## src/rtl/perspective_divide.sv

```systemverilog
// Perspective divide: IEEE-754 x,y,z divided by w via a serial restoring mantissa divider.
// Define VIEWPORT_EN to add the px_out/py_out pixel mapping (two extra cycles).
module perspective_divide #(
   parameter int WIDTH_PX  = 1280,
   parameter int HEIGHT_PX = 720
) (
   input  logic             clk_in,
   input  logic             rst_in,
   input  logic [3:0][31:0] pos,
   input  logic             valid_in,
   output logic             ready_out,
   output logic [2:0][31:0] ndc,
   output logic             clip_out,
   output logic             valid_out
`ifdef VIEWPORT_EN
   ,
   output logic [10:0]      px_out,
   output logic [10:0]      py_out
`endif
);

   typedef enum logic [2:0] {IDLE, CHECK, DIV, PACK, DONE} state_t;
   state_t r_state, w_next;

   logic [3:0][31:0] r_pos;
   logic [1:0]       r_comp;
   logic [4:0]       r_cnt;
   logic [24:0]      r_rem, r_q;
   logic [2:0][31:0] r_res;
   logic             r_ovf;

   logic             w_accept, w_clip_in, w_clip, w_exit, w_ge, w_ovf;
   logic [31:0]      w_num, w_den, w_quot;
   logic [23:0]      w_dm;
   logic [22:0]      w_frac;
   logic signed [9:0] w_exp;

   assign w_accept = valid_in && ready_out;
   assign w_den    = r_pos[0];
   assign w_dm     = {1'b1, w_den[22:0]};
   assign w_num    = r_pos[2'd3 - r_comp];
   assign w_ge     = r_rem >= {1'b0, w_dm};
   assign w_clip   = w_clip_in || r_ovf;

   // w must be a positive normal; x/y/z only need to be finite
   assign w_clip_in = (w_den[30:23] == 8'h00) || w_den[31] || (w_den[30:23] == 8'hff) ||
                      (r_pos[3][30:23] == 8'hff) || (r_pos[2][30:23] == 8'hff) ||
                      (r_pos[1][30:23] == 8'hff);

   // quotient lies in (0.5, 2): q[24] is the integer bit, otherwise normalize by one
   always_comb begin
      w_exp  = $signed({2'b00, w_num[30:23]}) - $signed({2'b00, w_den[30:23]}) + 10'sd127
               - (r_q[24] ? 10'sd0 : 10'sd1);
      w_frac = r_q[24] ? r_q[23:1] : r_q[22:0];
      w_ovf  = (w_num[30:23] != 8'h00) && (w_exp >= 10'sd255);
      w_quot = 32'h0;
      if ((w_num[30:23] != 8'h00) && (w_exp > 10'sd0) && !w_ovf)
         w_quot = {w_num[31] ^ w_den[31], w_exp[7:0], w_frac};
   end

   always_ff @(posedge clk_in or negedge rst_in) begin
      if (!rst_in) r_state <= IDLE;
      else         r_state <= w_next;
   end

   always_comb begin
      w_next = r_state;
      case (r_state)
         IDLE:    if (w_accept) w_next = CHECK;
         CHECK:   w_next = w_clip_in ? DONE : DIV;
         DIV:     if (r_cnt == 5'd24) w_next = PACK;
         PACK:    w_next = (r_comp == 2'd2) ? DONE : DIV;
         DONE:    if (w_exit) w_next = IDLE;
         default: w_next = IDLE;
      endcase
   end

`ifdef VIEWPORT_EN
   logic [1:0]  r_vp;
   logic [17:0] r_tx, r_ty;
   logic [10:0] r_pxc, r_pyc;
   logic [31:0] w_pxf, w_pyf;

   // returns 1 +/- ndc in Q2.16, with ndc saturated to [-1, 1]
   function automatic logic [17:0] one_pm(input logic [31:0] f, input logic flip);
      logic [16:0] mag;
      logic [7:0]  sh;
      if (f[30:23] >= 8'd127) mag = 17'h10000;
      else begin
         sh  = 8'd134 - f[30:23];
         mag = (sh >= 8'd24) ? 17'd0 : 17'({1'b1, f[22:0]} >> sh);
      end
      if (f[31] ^ flip) return 18'h10000 - {1'b0, mag};
      else              return 18'h10000 + {1'b0, mag};
   endfunction

   assign w_pxf = (32'(r_tx) * 32'(WIDTH_PX))  >> 17;
   assign w_pyf = (32'(r_ty) * 32'(HEIGHT_PX)) >> 17;

   always_ff @(posedge clk_in or negedge rst_in) begin
      if (!rst_in) begin
         r_vp <= '0; r_tx <= '0; r_ty <= '0; r_pxc <= '0; r_pyc <= '0;
      end else if (r_state != DONE) begin
         r_vp <= '0;
      end else begin
         r_vp <= r_vp + 2'd1;
         if (r_vp == 2'd0) begin
            r_tx <= one_pm(r_res[2], 1'b0);
            r_ty <= one_pm(r_res[1], 1'b1);
         end
         if (r_vp == 2'd1) begin
            r_pxc <= (w_pxf > 32'(WIDTH_PX - 1))  ? 11'(WIDTH_PX - 1)  : w_pxf[10:0];
            r_pyc <= (w_pyf > 32'(HEIGHT_PX - 1)) ? 11'(HEIGHT_PX - 1) : w_pyf[10:0];
         end
      end
   end
`endif

   always_comb begin
      ready_out = (r_state == IDLE);
`ifdef VIEWPORT_EN
      w_exit    = (r_state == DONE) && (w_clip || (r_vp == 2'd2));
`else
      w_exit    = (r_state == DONE);
`endif
   end

   always_ff @(posedge clk_in or negedge rst_in) begin
      if (!rst_in) begin
         r_pos <= '0; r_comp <= '0; r_cnt <= '0; r_rem <= '0; r_q <= '0;
         r_res <= '0; r_ovf <= 1'b0;
      end else begin
         case (r_state)
            IDLE: if (w_accept) begin
               r_pos  <= pos;
               r_comp <= 2'd0;
               r_ovf  <= 1'b0;
            end
            CHECK: begin
               r_rem <= {2'b01, w_num[22:0]};
               r_cnt <= 5'd0;
            end
            DIV: begin
               r_cnt <= r_cnt + 5'd1;
               r_q   <= {r_q[23:0], w_ge};
               r_rem <= w_ge ? (r_rem - {1'b0, w_dm}) << 1 : r_rem << 1;
            end
            PACK: begin
               r_res[2'd2 - r_comp] <= w_quot;
               r_ovf  <= r_ovf || w_ovf;
               r_comp <= r_comp + 2'd1;
               r_cnt  <= 5'd0;
               r_rem  <= {2'b01, r_pos[2'd2 - r_comp][22:0]};
            end
            default: ;
         endcase
      end
   end

   always_ff @(posedge clk_in or negedge rst_in) begin
      if (!rst_in) begin
         valid_out <= 1'b0; clip_out <= 1'b0; ndc <= '0;
`ifdef VIEWPORT_EN
         px_out <= '0; py_out <= '0;
`endif
      end else begin
         valid_out <= w_exit;
         if (w_exit) begin
            clip_out <= w_clip;
            ndc      <= w_clip ? '0 : r_res;
`ifdef VIEWPORT_EN
            px_out   <= w_clip ? 11'd0 : r_pxc;
            py_out   <= w_clip ? 11'd0 : r_pyc;
`endif
         end
      end
   end

endmodule

```

## config.mk

```make
export PLATFORM = sky130hd
export DESIGN_NAME = perspective_divide
export DESIGN_NICKNAME = d
export VERILOG_FILES = /design/src/rtl/perspective_divide.sv
export SDC_FILE = /design/constraint.sdc
export NUM_CORES = 1
export LEC_CHECK = 0
export BUFFER_PORTS_ARGS = -buffer_cell sky130_fd_sc_hd__buf_2
export CORE_AREA = 2 2 289 148
export DETAILED_ROUTE_END_ITERATION = 10
export DIE_AREA = 0 0 291 150
export PLACE_DENSITY = 0.74
export SETUP_SLACK_MARGIN = 0.2
export SLEW_MARGIN = 20
export SYNTH_ARGS = -nofsm -noshare
export SYNTH_HDL_FRONTEND = slang
export SYNTH_SLANG_ARGS = --single-unit
```

## constraint.sdc

```tcl
create_clock -name clk_in -period 10.2 [get_ports clk_in]
set_input_delay 2.55 -clock clk_in [delete_from_list [all_inputs] [get_ports clk_in]]
set_output_delay 2.55 -clock clk_in [all_outputs]
set_load 0.01 [all_outputs]
```

==> metrics.log, run 1 <==
[metrics] run status: finished clean
[metrics] synthesized area per cell: 10.28 um2
[metrics] total of max-cap violations: 0
[metrics] Buffers on Ports: 229
[metrics] launching instance or port of the critical path: r_comp[0]
[metrics] highest net fanout along the worst path: 84
[metrics] Die Width: 291 um
[metrics] layout net count: 2118
[metrics] Synth cell types: 57
[metrics] Clock Path Buffers: 3
[metrics] Die ar.: 0.04365 mm2
[metrics] post-synthesis share of cell area spent on and, or, nand and nor gates: 14.64%
[metrics] vias in the first global route: 13.59k
[metrics] wire per inst: 19.04 um
[metrics] Tightest Pin Transition: 1109 ps
[metrics] remaining global-route overflow: 0
[metrics] cell count after synthesis: 1778
[metrics] CP peak stage delay: 800 ps
[metrics] combinational family with the most area after synthesis: simple AND/OR/NAND/NOR gates
[metrics] number of enable flip-flop cells after synthesis: 0
[metrics] total count of hold-check failures in the final report: 0
[metrics] Seq/Total Area, Yosys: 52.42%
[metrics] critical path endpoint category: register
[metrics] most numerous cell in the Yosys netlist: nand2_1
[metrics] TritonCTS clock tree: done
[metrics] share of the synthesized netlist area taken by xor and xnor gates: 1.533%
[metrics] hold bufs inserted after CTS: 0
[metrics] Floorplan Core Area: 0.04131 mm2
[metrics] Synthesized Nets: 1957
[metrics] total routed wirelength: 47950 um
[metrics] post-place instance area: 0.01978 mm2
[metrics] H-Tree Level Count: 2
[metrics] start of the worst register-to-register path: r_comp[0]
[metrics] DRC marker count from the first detailed-route iteration: 1281
[metrics] proportion of synthesized flip-flops having asynchronous set or reset: 100.0%
[metrics] via density per instance: 5.614
[metrics] max-slew violation total from the final report: 0
[metrics] Total GRT Usage: 21.76%
[metrics] data required time at the worst endpoint: 10570 ps
[metrics] clock root cell: clkbuf_16
[metrics] y dimension of the die: 150 um
[metrics] Synth Area in Adders: 3.408%
[metrics] main area contributors after synthesis: dfrtp_1 52%, nand2_1 11%, mux4_2 6.7%
[metrics] final worst-path cycle share: 60.10%
[metrics] library cell appearing most often on the critical path: inv_1
[metrics] clock buffer count from CTS: 35
[metrics] dpl hpwl: 32450 um
[metrics] number of setup violations in the final report: 0
[metrics] wire length of the first global-routing pass: 75920 um
[metrics] predominant post-synthesis flop cell: dfrtp_1
[metrics] Min-Delay Path Class: reg2reg
[metrics] Compound-Gate Fraction of Synth Area: 14.54%
[metrics] number of placement rows: 53
[metrics] fraction of final layout cells with drive strength greater than 1: 19.10%
[metrics] portion of netlist area occupied by mux cells: 9.567%
[metrics] total setup buffers inserted after CTS: 0
[metrics] Highest Clock Rate: 0.1631 GHz
[metrics] number of warnings printed during yosys synthesis: 0
[metrics] via count of the routed design: 14.14k
[metrics] pin count of the biggest net entering global routing: 138
[metrics] num ports: 230
[metrics] Max-Slew Margin vs Limit: 26.04%
[metrics] synthesized flop and latch total: 383
[metrics] share of Yosys cell area claimed by the top area cell type: 52.42%
[metrics] fill cell instance count of the final layout: 3656
[metrics] clock latency at the later pin of the worst-skew pair: 560 ps
[metrics] final critical-path setup slack: 4070 ps
[metrics] final critical path time including I/O delays and setup: 6130 ps
[metrics] final cell count without fillers: 2518
[metrics] number of DRC violations after detailed routing: 0
[metrics] element type at the critical path start: register
[metrics] Hold Startpoint: r_res[88]
[metrics] number of cells upsized or downsized after cts: 0
[metrics] setup repair after global routing missed its margin: no
[metrics] number of clock sinks seen by CTS: 383
[metrics] Post-Place Cells: 2451
[metrics] cell taking the most area after synthesis: dfrtp_1
[metrics] Initial Utilization: 44.26%
[metrics] Post-Place Worst Slack: 3986 ps
[metrics] leading cell types by count after synthesis: 553 x nand2_1, 383 x dfrtp_1, 98 x a22o_1, 96 x clkbuf_1, 96 x o31ai_1
[metrics] final weighted congestion in routability-driven placement: 0.8862
[metrics] Crit Path Class: reg2reg
[metrics] number of detailed-route iterations in the first pass: 6
[metrics] setup skew after layout: 30.21 ps
[metrics] post-synthesis cell area: 0.01828 mm2
[metrics] Non-Filler Cell Area, Final: 0.02103 mm2
[metrics] cell with the biggest individual delay on the critical path: dfrtp_4
[metrics] data arrival time at the worst-slack endpoint: 6500 ps
[metrics] remaining antenna violation count after routing: 0
[metrics] synth-to-layout area growth: 15.03%
[metrics] Cell Chain, Critical Path: buf_12 > mux4_2 > inv_1 > ha_1 > inv_1 > fa_1 > inv_1 > ha_1 > inv_1 > fa_1 > nor2b_1 > o21a_1 > nor2_1 > xor2_1 > or4_1 > nor4_1 > or3b_1 > a41o_2 > buf_4 > o31ai_1
[metrics] final sum of negative setup slack: 0 ps
[metrics] antenna violations before repair: 5
[metrics] post-CTS clock slew at the launch and capture registers of the worst setup and hold paths: 60 ps
==> flip-flops by register name, summed over array words and instances, names as in the netlist <==
register,cells
clip_out,1
ndc,96
r_cnt,5
r_comp,2
r_ovf,1
r_pos,96
r_q,25
r_rem,25
r_res,96
r_state,3
valid_out,1
w_den,32
==> cell type report <==
type	count	area (um2)	share of cell area (%)
antenna	5	12.51	0.05949
timing repair buffer	245	1301	6.187
clock buffer	51	1027	4.884
clock inverter	10	170.2	0.8091
multi-input combinational	1221	8045	38.25
inverter	53	198.9	0.9459
sequential	383	9588	45.59
tap	550	688.2	3.272
==> stage by stage <==
step	hold slack (ps)	util [%]
floorplan	445.0	-
global placement	462.6	47.89
detailed placement	469.1	47.89
CTS	468.6	50.79
global route	507.4	50.89
finish	476.8	50.91
==> path summary, 6_finish.rpt <==
path	end	slack [ps]	depth (start not counted)
min in group asynchronous	ndc[48]	2050	1
worst min register to register	ndc[88]	480	1
worst max-delay path	r_res[41]	4070	20
worst max register to register	r_res[41]	4070	20
max in group asynchronous	r_comp[0]	6600	2
worst min-delay path	ndc[88]	480	1
==> cells in the final DEF, fill, tap and decap left out, types with 10 or more instances in the layout <==
cell type and n:
o31ai_1 96, mux2i_1 51, buf_2 228, nor2_1 47
o21ai_0 56, inv_1 53, dfrtp_1 382, a21oi_1 42
buf_4 14, clkbuf_16 36, nand4_1 12, nor2b_1 12
ha_1 45, a22o_1 98, xnor2_1 14, o221ai_1 14
mux4_2 54, nand2_1 547, a21o_1 10, xor2_1 18
==> layer usage <==
metal,up-vias,share of wire [%],track usage [%]
met5,-,0.027,0
met4,2,1.6,4.637
met3,52,6.7,4.456
met2,435,44,31.87
met1,7098,48,33.25
li1,6548,-,-
==> critical path, delay by kind of cell (launching register included) <==
family | cells | cell delay [ps]
adders and majority gates | 4 | 1160
xor gates and xnor gates | 1 | 200
buffers and inverters | 6 | 1260
and+or+nand+nor | 5 | 1350
muxes | 1 | 570
AOI/OAI and AO/OA | 3 | 510
DFF | 1 | 800
==> cells by family after synthesis <==
group,Yosys count
mux,107
simple gates,668
xor+xnor,32
compound gates,366
fa+ha+maj,48
flops,383
buf+inv,174
Power of run 1 is not shown: default switching activity piles up to over one toggle a cycle in this logic, so the estimate is an artifact.
==> run 2, diff against run 1 <==
PLACE_DENSITY = 0.76   (was 0.74)
clock period = 5.3 ns   (was 10.2 ns; I/O delays follow)
==> run 2 against run 1 <==
Compared with the run above: non-clock buffer count grew 14; hold slack lost 2.0 ps; flip-flop and latch count is the same; global-route usage grew 0.22 points; die area is the same; highest routed layer is now met4; fmax grew 25%; largest cell class unchanged; cell count grew 0.91%.
==> metrics.log, run 2 (synthesis results as in run 1) <==
[metrics] most frequent standard cell in the layout excluding fill and tap cells: nand2_1
[metrics] H-Tree Level Count: 2 (unchanged)
[metrics] num ports: 230 (unchanged)
[metrics] clock latency at the later pin of the worst-skew pair: 530 ps (-30 ps)
[metrics] synth-to-layout area growth: 16.79%
[metrics] number of detailed-route iterations in the first pass: 5 (-1)
[metrics] fill cell instance count of the final layout: 3576 (-2.2%)
[metrics] final weighted congestion in routability-driven placement: 0.8945 (+0.94%)
[metrics] setup skew after layout: 33.53 ps (+3.316 ps)
[metrics] clock root cell: clkbuf_16
[metrics] number of placement rows: 53 (unchanged)
[metrics] vias in the first global route: 13.79k (+1.5%)
[metrics] DRC marker count from the first detailed-route iteration: 1398 (+9.1%)
[metrics] Crit Path Class: reg2reg
[metrics] Min-Delay Path Class: reg2reg
[metrics] Max-Slew Margin vs Limit: 30.40% (+4.4 points)
[metrics] data arrival time at the worst-slack endpoint: 5320 ps (-1180 ps)
[metrics] hold slack: 474.8 ps (-2.018 ps)
[metrics] via count of the routed design: 14.39k (+1.8%)
[metrics] dpl hpwl: 33570 um (+3.4%)
[metrics] wire per inst: 19.17 um (+0.69%)
[metrics] TritonCTS clock tree: done
[metrics] Cell Chain, Critical Path: mux4_2 > ha_1 > a21o_1 > a21o_1 > a21o_1 > a21o_1 > xor2_1 > inv_1 > ha_1 > nand2_1 > o21ai_1 > or4_1 > o21ai_1 > xor2_1 > or3b_1 > a41o_4 > clkbuf_16 > o31ai_1
[metrics] Total GRT Usage: 21.98% (+0.22 points)
[metrics] Die Width: 291 um (unchanged)
[metrics] Die ar.: 0.04365 mm2 (unchanged)
[metrics] hold bufs inserted after CTS: 0 (unchanged)
[metrics] CP peak stage delay: 540 ps (-260 ps)
[metrics] pin count of the biggest net entering global routing: 123 (-11%)
[metrics] remaining global-route overflow: 0 (unchanged)
[metrics] wire length of the first global-routing pass: 76460 um (+0.71%)
[metrics] setup repair after global routing missed its margin: no
[metrics] number of DRC violations after detailed routing: 0 (unchanged)
[metrics] Clock Path Buffers: 3 (unchanged)
[metrics] Highest Clock Rate: 0.2043 GHz (+25%)
[metrics] Tightest Pin Transition: 1044 ps (-65.39 ps)
[metrics] via density per instance: 5.662 (+0.85%)
[metrics] Initial Utilization: 44.26% (unchanged)
[metrics] final worst-path cycle share: 92.38% (+32 points)
[metrics] Buffers on Ports: 229 (unchanged)
[metrics] y dimension of the die: 150 um (unchanged)
[metrics] fraction of final layout cells with drive strength greater than 1: 20.61% (+1.5 points)
[metrics] highest net fanout along the worst path: 42 (-50%)
[metrics] max-slew violation total from the final report: 0 (unchanged)
[metrics] run status: finished clean
[metrics] Top Registers: ndc: 96 flops, r_pos: 96 flops, r_res: 96 flops
[metrics] final critical path time including I/O delays and setup: 4896 ps (-1234 ps)
[metrics] number of setup violations in the final report: 0 (unchanged)
[metrics] critical path endpoint category: register
[metrics] remaining antenna violation count after routing: 0 (unchanged)
[metrics] total of max-cap violations: 0 (unchanged)
[metrics] total count of hold-check failures in the final report: 0 (unchanged)
[metrics] layout net count: 2134 (+0.76%)
[metrics] clock buffer count from CTS: 37 (+5.7%)
[metrics] antenna violations before repair: 6 (+1)
[metrics] number of clock sinks seen by CTS: 383 (unchanged)
[metrics] library cell appearing most often on the critical path: a21o_1
[metrics] final sum of negative setup slack: 0 ps (unchanged)
[metrics] post-CTS clock slew at the launch and capture registers of the worst setup and hold paths: 70 ps (about the same)
[metrics] Floorplan Core Area: 0.04131 mm2 (unchanged)
[metrics] element type at the critical path start: register
[metrics] dominant delay contributor by cell family on the critical path: compound AO/OA/AOI/OAI gates
[metrics] data required time at the worst endpoint: 5720 ps (-4850 ps)
[metrics] cell with the biggest individual delay on the critical path: mux4_2
[metrics] most frequent cells in the layout: 547 x nand2_1, 382 x dfrtp_1, 228 x buf_2, 98 x a22o_1, 88 x o31ai_1
[metrics] total routed wirelength: 48720 um (+1.6%)
[metrics] CP Buf/Inv Count: 2 (-4)
==> run 2: cell count changes in the layout (fill, tap and decap cells not counted), sizes merged <==
cell	delta
clkbuf	+7
clkinv	+3
buf	+12
diode	+2
inv	+1
clkinvlp	-2
==> run 2: final cells by class <==
type	count	area (um2)	area share (%)
Clock buffer	56	1110	5.197
Inverter	53	198.9	0.9317
Sequential cell	383	9588	44.90
Timing Repair Buffer	259	1469	6.879
Antenna cell	7	17.52	0.08203
Multi-Input combinational cell	1221	8135	38.10
Clock inverter	12	146.4	0.6856
Tap cell	550	688.2	3.223
==> run 2: through the flow <==
step                util (%)  setup WS, ps  instance area, um2  instances
floorplan                  -         544.1               18280       1778
global placement       48.17         501.3               19900       2463
detailed placement     48.17         369.3               19900       2463
CTS                    51.21         325.7               21160       2531
global route           51.67         191.1               21350       2538
finish                 51.69         404.1               21350       2541
==> run 2: worst paths after layout <==
kind,start,to,slack (ps),cells after the start
max,r_comp[0],r_res[95],400,18
min,r_res[7],ndc[7],470,1
max reg2reg,r_comp[0],r_res[95],400,18
min reg2reg,r_res[7],ndc[7],470,1
max in group asynchronous,rst_in,r_pos[49],3250,2
min in group asynchronous,rst_in,ndc[44],900,1
==> run 2: layer usage <==
layer,share of wire (%),vias to the layer above,wire (um),track usage [%]
li1,-,6602,-,-
met1,48,7201,23340,33.70
met2,43,513,20760,31.02
met3,7.7,70,3755,5.332
met4,1.8,0,867,5.440
met5,0,-,0,0
==> run 2: worst reg2reg max path: cells and delay by family, from the launching register on <==
kind                     cells  cell delay (ps)
multiplexers                 1              540
adder cells (fa/ha/maj)      2              640
buffers and inverters        2              320
XOR/XNOR                     2              360
flip-flops                   1              470
AND/OR/NAND/NOR              3              900
AO/OA/AOI/OAI                8             1570
==> run 2: timing repair <==
| item | 4_1_cts | 5_1_grt |
|---|---|---|
| setup endpoints to repair | 0 | 84 |
| buffers inserted | 0 | 1 |
| resized for setup | 0 | 21 |
Power of run 2 is left out for the same reason.
==> run 3, diff against run 2 <==
==> constraint.sdc (replaced) <==
create_clock -name clk_in -period 5.3 [get_ports clk_in]
set_input_delay 0.53 -clock clk_in [delete_from_list [all_inputs] [get_ports clk_in]]
set_output_delay 0.53 -clock clk_in [all_outputs]
set_load 0.01 [all_outputs]
==> run 3 against run 2 <==
Compared with the run above: the flow now finishes with violations (hold timing); hold slack worse by 480 ps; via count down 1.8%; final area decreased by 0.32%; non-clock buffer count down 5; clock-buffer cell count unchanged; wire length decreased by 1.9%; critical path type unchanged; global-route usage shrank 0.42 points; cell count is 0.31% lower; critical path depth is the same; critical endpoint unchanged.
==> metrics.log, run 3 (synthesis results as in run 1) <==
[metrics] vias in the first global route: 13.49k (-2.2%)
[metrics] library cell appearing most often on the critical path: a21o_1
[metrics] Crit Path Class: reg2reg
[metrics] post-CTS clock slew at the launch and capture registers of the worst setup and hold paths: 60 ps (about the same)
[metrics] total setup buffers inserted after CTS: 0 (unchanged)
[metrics] total of max-cap violations: 0 (unchanged)
[metrics] run status: complete, but fails checks
[metrics] number of setup violations in the final report: 0 (unchanged)
[metrics] num ports: 230 (unchanged)
[metrics] Initial Utilization: 44.26% (unchanged)
[metrics] dpl hpwl: 32990 um (-1.7%)
[metrics] wire length of the first global-routing pass: 74970 um (-1.9%)
[metrics] Top Registers: ndc: 96 flops, r_pos: 96 flops, r_res: 96 flops
[metrics] total count of hold-check failures in the final report: 6 (+6)
[metrics] fraction of final layout cells with drive strength greater than 1: 19.97% (-0.65 points)
[metrics] global-route track usage on met1: 34.01% (+0.31 points)
[metrics] global-route layer with the greatest usage: met1
[metrics] final worst-path cycle share: 92.55% (+0.17 points)
[metrics] Max-Slew Margin vs Limit: 25.53% (-4.9 points)
[metrics] most frequent cells in the layout: 547 x nand2_1, 382 x dfrtp_1, 228 x buf_2, 98 x a22o_1, 93 x o31ai_1
[metrics] Die ar.: 0.04365 mm2 (unchanged)
[metrics] pin count of the biggest net entering global routing: 124 (+0.81%)
[metrics] cell with the biggest individual delay on the critical path: mux4_2
[metrics] met2 track demand over resource: 30.02% (-0.99 points)
[metrics] critical path endpoint category: register
[metrics] layout net count: 2129 (-0.23%)
[metrics] Total GRT Usage: 21.56% (-0.42 points)
[metrics] H-Tree Level Count: 2 (unchanged)
[metrics] Die Width: 291 um (unchanged)
[metrics] clock buffer count from CTS: 37 (unchanged)
[metrics] Clock Path Buffers: 3 (unchanged)
[metrics] remaining global-route overflow: 0 (unchanged)
[metrics] max-slew violation total from the final report: 0 (unchanged)
[metrics] Floorplan Core Area: 0.04131 mm2 (unchanged)
[metrics] final sum of negative setup slack: 0 ps (unchanged)
[metrics] Min-Delay Path Class: in2async
[metrics] setup skew after layout: 35.19 ps (+1.664 ps)
[metrics] synth-to-layout area growth: 16.41%
[metrics] Buffers on Ports: 229 (unchanged)
[metrics] final critical path time including I/O delays and setup: 4905 ps (+9.050 ps)
[metrics] number of DRC violations after detailed routing: 0 (unchanged)
[metrics] highest net fanout along the worst path: 42 (unchanged)
[metrics] setup repair after global routing missed its margin: yes
[metrics] wire per inst: 18.87 um (-1.6%)
[metrics] DRC marker count from the first detailed-route iteration: 1397 (-0.072%)
[metrics] clock latency at the later pin of the worst-skew pair: 550 ps (+20 ps)
[metrics] total routed wirelength: 47790 um (-1.9%)
[metrics] M3 GR Usage: 4.604% (-0.73 points)
[metrics] number of clock sinks seen by CTS: 383 (unchanged)
[metrics] element type at the critical path start: register
[metrics] antenna violations before repair: 6 (unchanged)
[metrics] y dimension of the die: 150 um (unchanged)
[metrics] Tightest Pin Transition: 1117 ps (+73.04 ps)
[metrics] failing checks: hold timing
[metrics] number of placement rows: 53 (unchanged)
[metrics] via density per instance: 5.578 (-1.5%)
[metrics] final critical-path setup slack: 395.0 ps (-9.050 ps)
[metrics] Post-Place Worst Slack: 383.0 ps (+13.68 ps)
[metrics] clock root cell: clkbuf_16
[metrics] number of detailed-route iterations in the first pass: 5 (unchanged)
[metrics] hold slack: -7.638 ps (-482.4 ps)
[metrics] Cell Chain, Critical Path: mux4_2 > ha_1 > a21o_1 > a21o_1 > a21o_1 > a21o_1 > xor2_2 > inv_1 > ha_1 > nand2_1 > o21ai_1 > or4_1 > o21ai_1 > xor2_1 > or3b_1 > a41o_2 > clkbuf_16 > o31ai_1
[metrics] data required time at the worst endpoint: 5730 ps (about the same)
[metrics] remaining antenna violation count after routing: 0 (unchanged)
[metrics] TritonCTS clock tree: done
[metrics] final weighted congestion in routability-driven placement: 0.8769 (-2.0%)
[metrics] CP peak stage delay: 580 ps (+40 ps)
[metrics] via count of the routed design: 14.13k (-1.8%)
[metrics] most frequent standard cell in the layout excluding fill and tap cells: nand2_1
[metrics] Highest Clock Rate: 0.2039 GHz (-0.18%)
[metrics] data arrival time at the worst-slack endpoint: 5340 ps (+20 ps)
-- run 3: changes by cell type in the layout (fill, tap and decap cells not counted), sizes merged --
cell    change
buf         -4
clkbuf      -1
clkinv      -1
diode       -2
-- run 3: cell type report --
class / count / area [um2]
clock inverters: 11 / 185.2
inverters: 53 / 198.9
repair buffers: 254 / 1430
diodes: 5 / 12.51
multi-input cells: 1221 / 8094
well taps: 550 / 688.2
fillers: 3653 / 20030
clock buffers: 56 / 1087
flip-flops and latches: 383 / 9588
-- run 3: final timing paths --
kind | startpoint | end | slack (ps) | cells past startpoint
max | r_comp[0] | r_res[95] | 400 | 18
min | rst_in | ndc[47] | -8 | 1
max reg2reg | r_comp[0] | r_res[95] | 400 | 18
min reg2reg | r_res[36] | ndc[36] | 470 | 1
max in group asynchronous | rst_in | r_comp[0] | 4060 | 2
min in group clk_in | pos[76] | r_pos[76] | 170 | 3
-- run 3: repair_timing --
item                       in CTS  in global routing
hold endpoints to repair        0                  0
gates resized for setup         0                  9
hold buffers                    0                  0
setup endpoints to repair       0                 73
-- run 3: through the flow --
stage	util [%]	area, um2	std cells	hold slack (ps)
2_1_floorplan	-	18280	1778	234.4
3_3_place_gp	48.09	19870	2459	461.4
3_5_place_dp	48.09	19870	2459	468.3
4_1_cts	51.17	21140	2526	3.632
5_1_grt	51.50	21280	2530	17.55
6_report	51.52	21280	2533	-7.638
-- run 3: layer usage --
layer	vias to the layer above	routed length, um
li1	6580	-
met1	7060	23860
met2	427	20100
met3	59	3069
met4	2	740
met5	-	13
-- run 3: worst max-delay path: cells and delay by family (launching register included) --
kind | cells | cell delay (ps)
compound gates | 8 | 1550
simple gates | 3 | 890
fa+ha+maj | 2 | 650
mux | 1 | 580
flops | 1 | 480
xor+xnor | 2 | 330
buf+inv | 2 | 320
Power of run 3 is left out for the same reason.
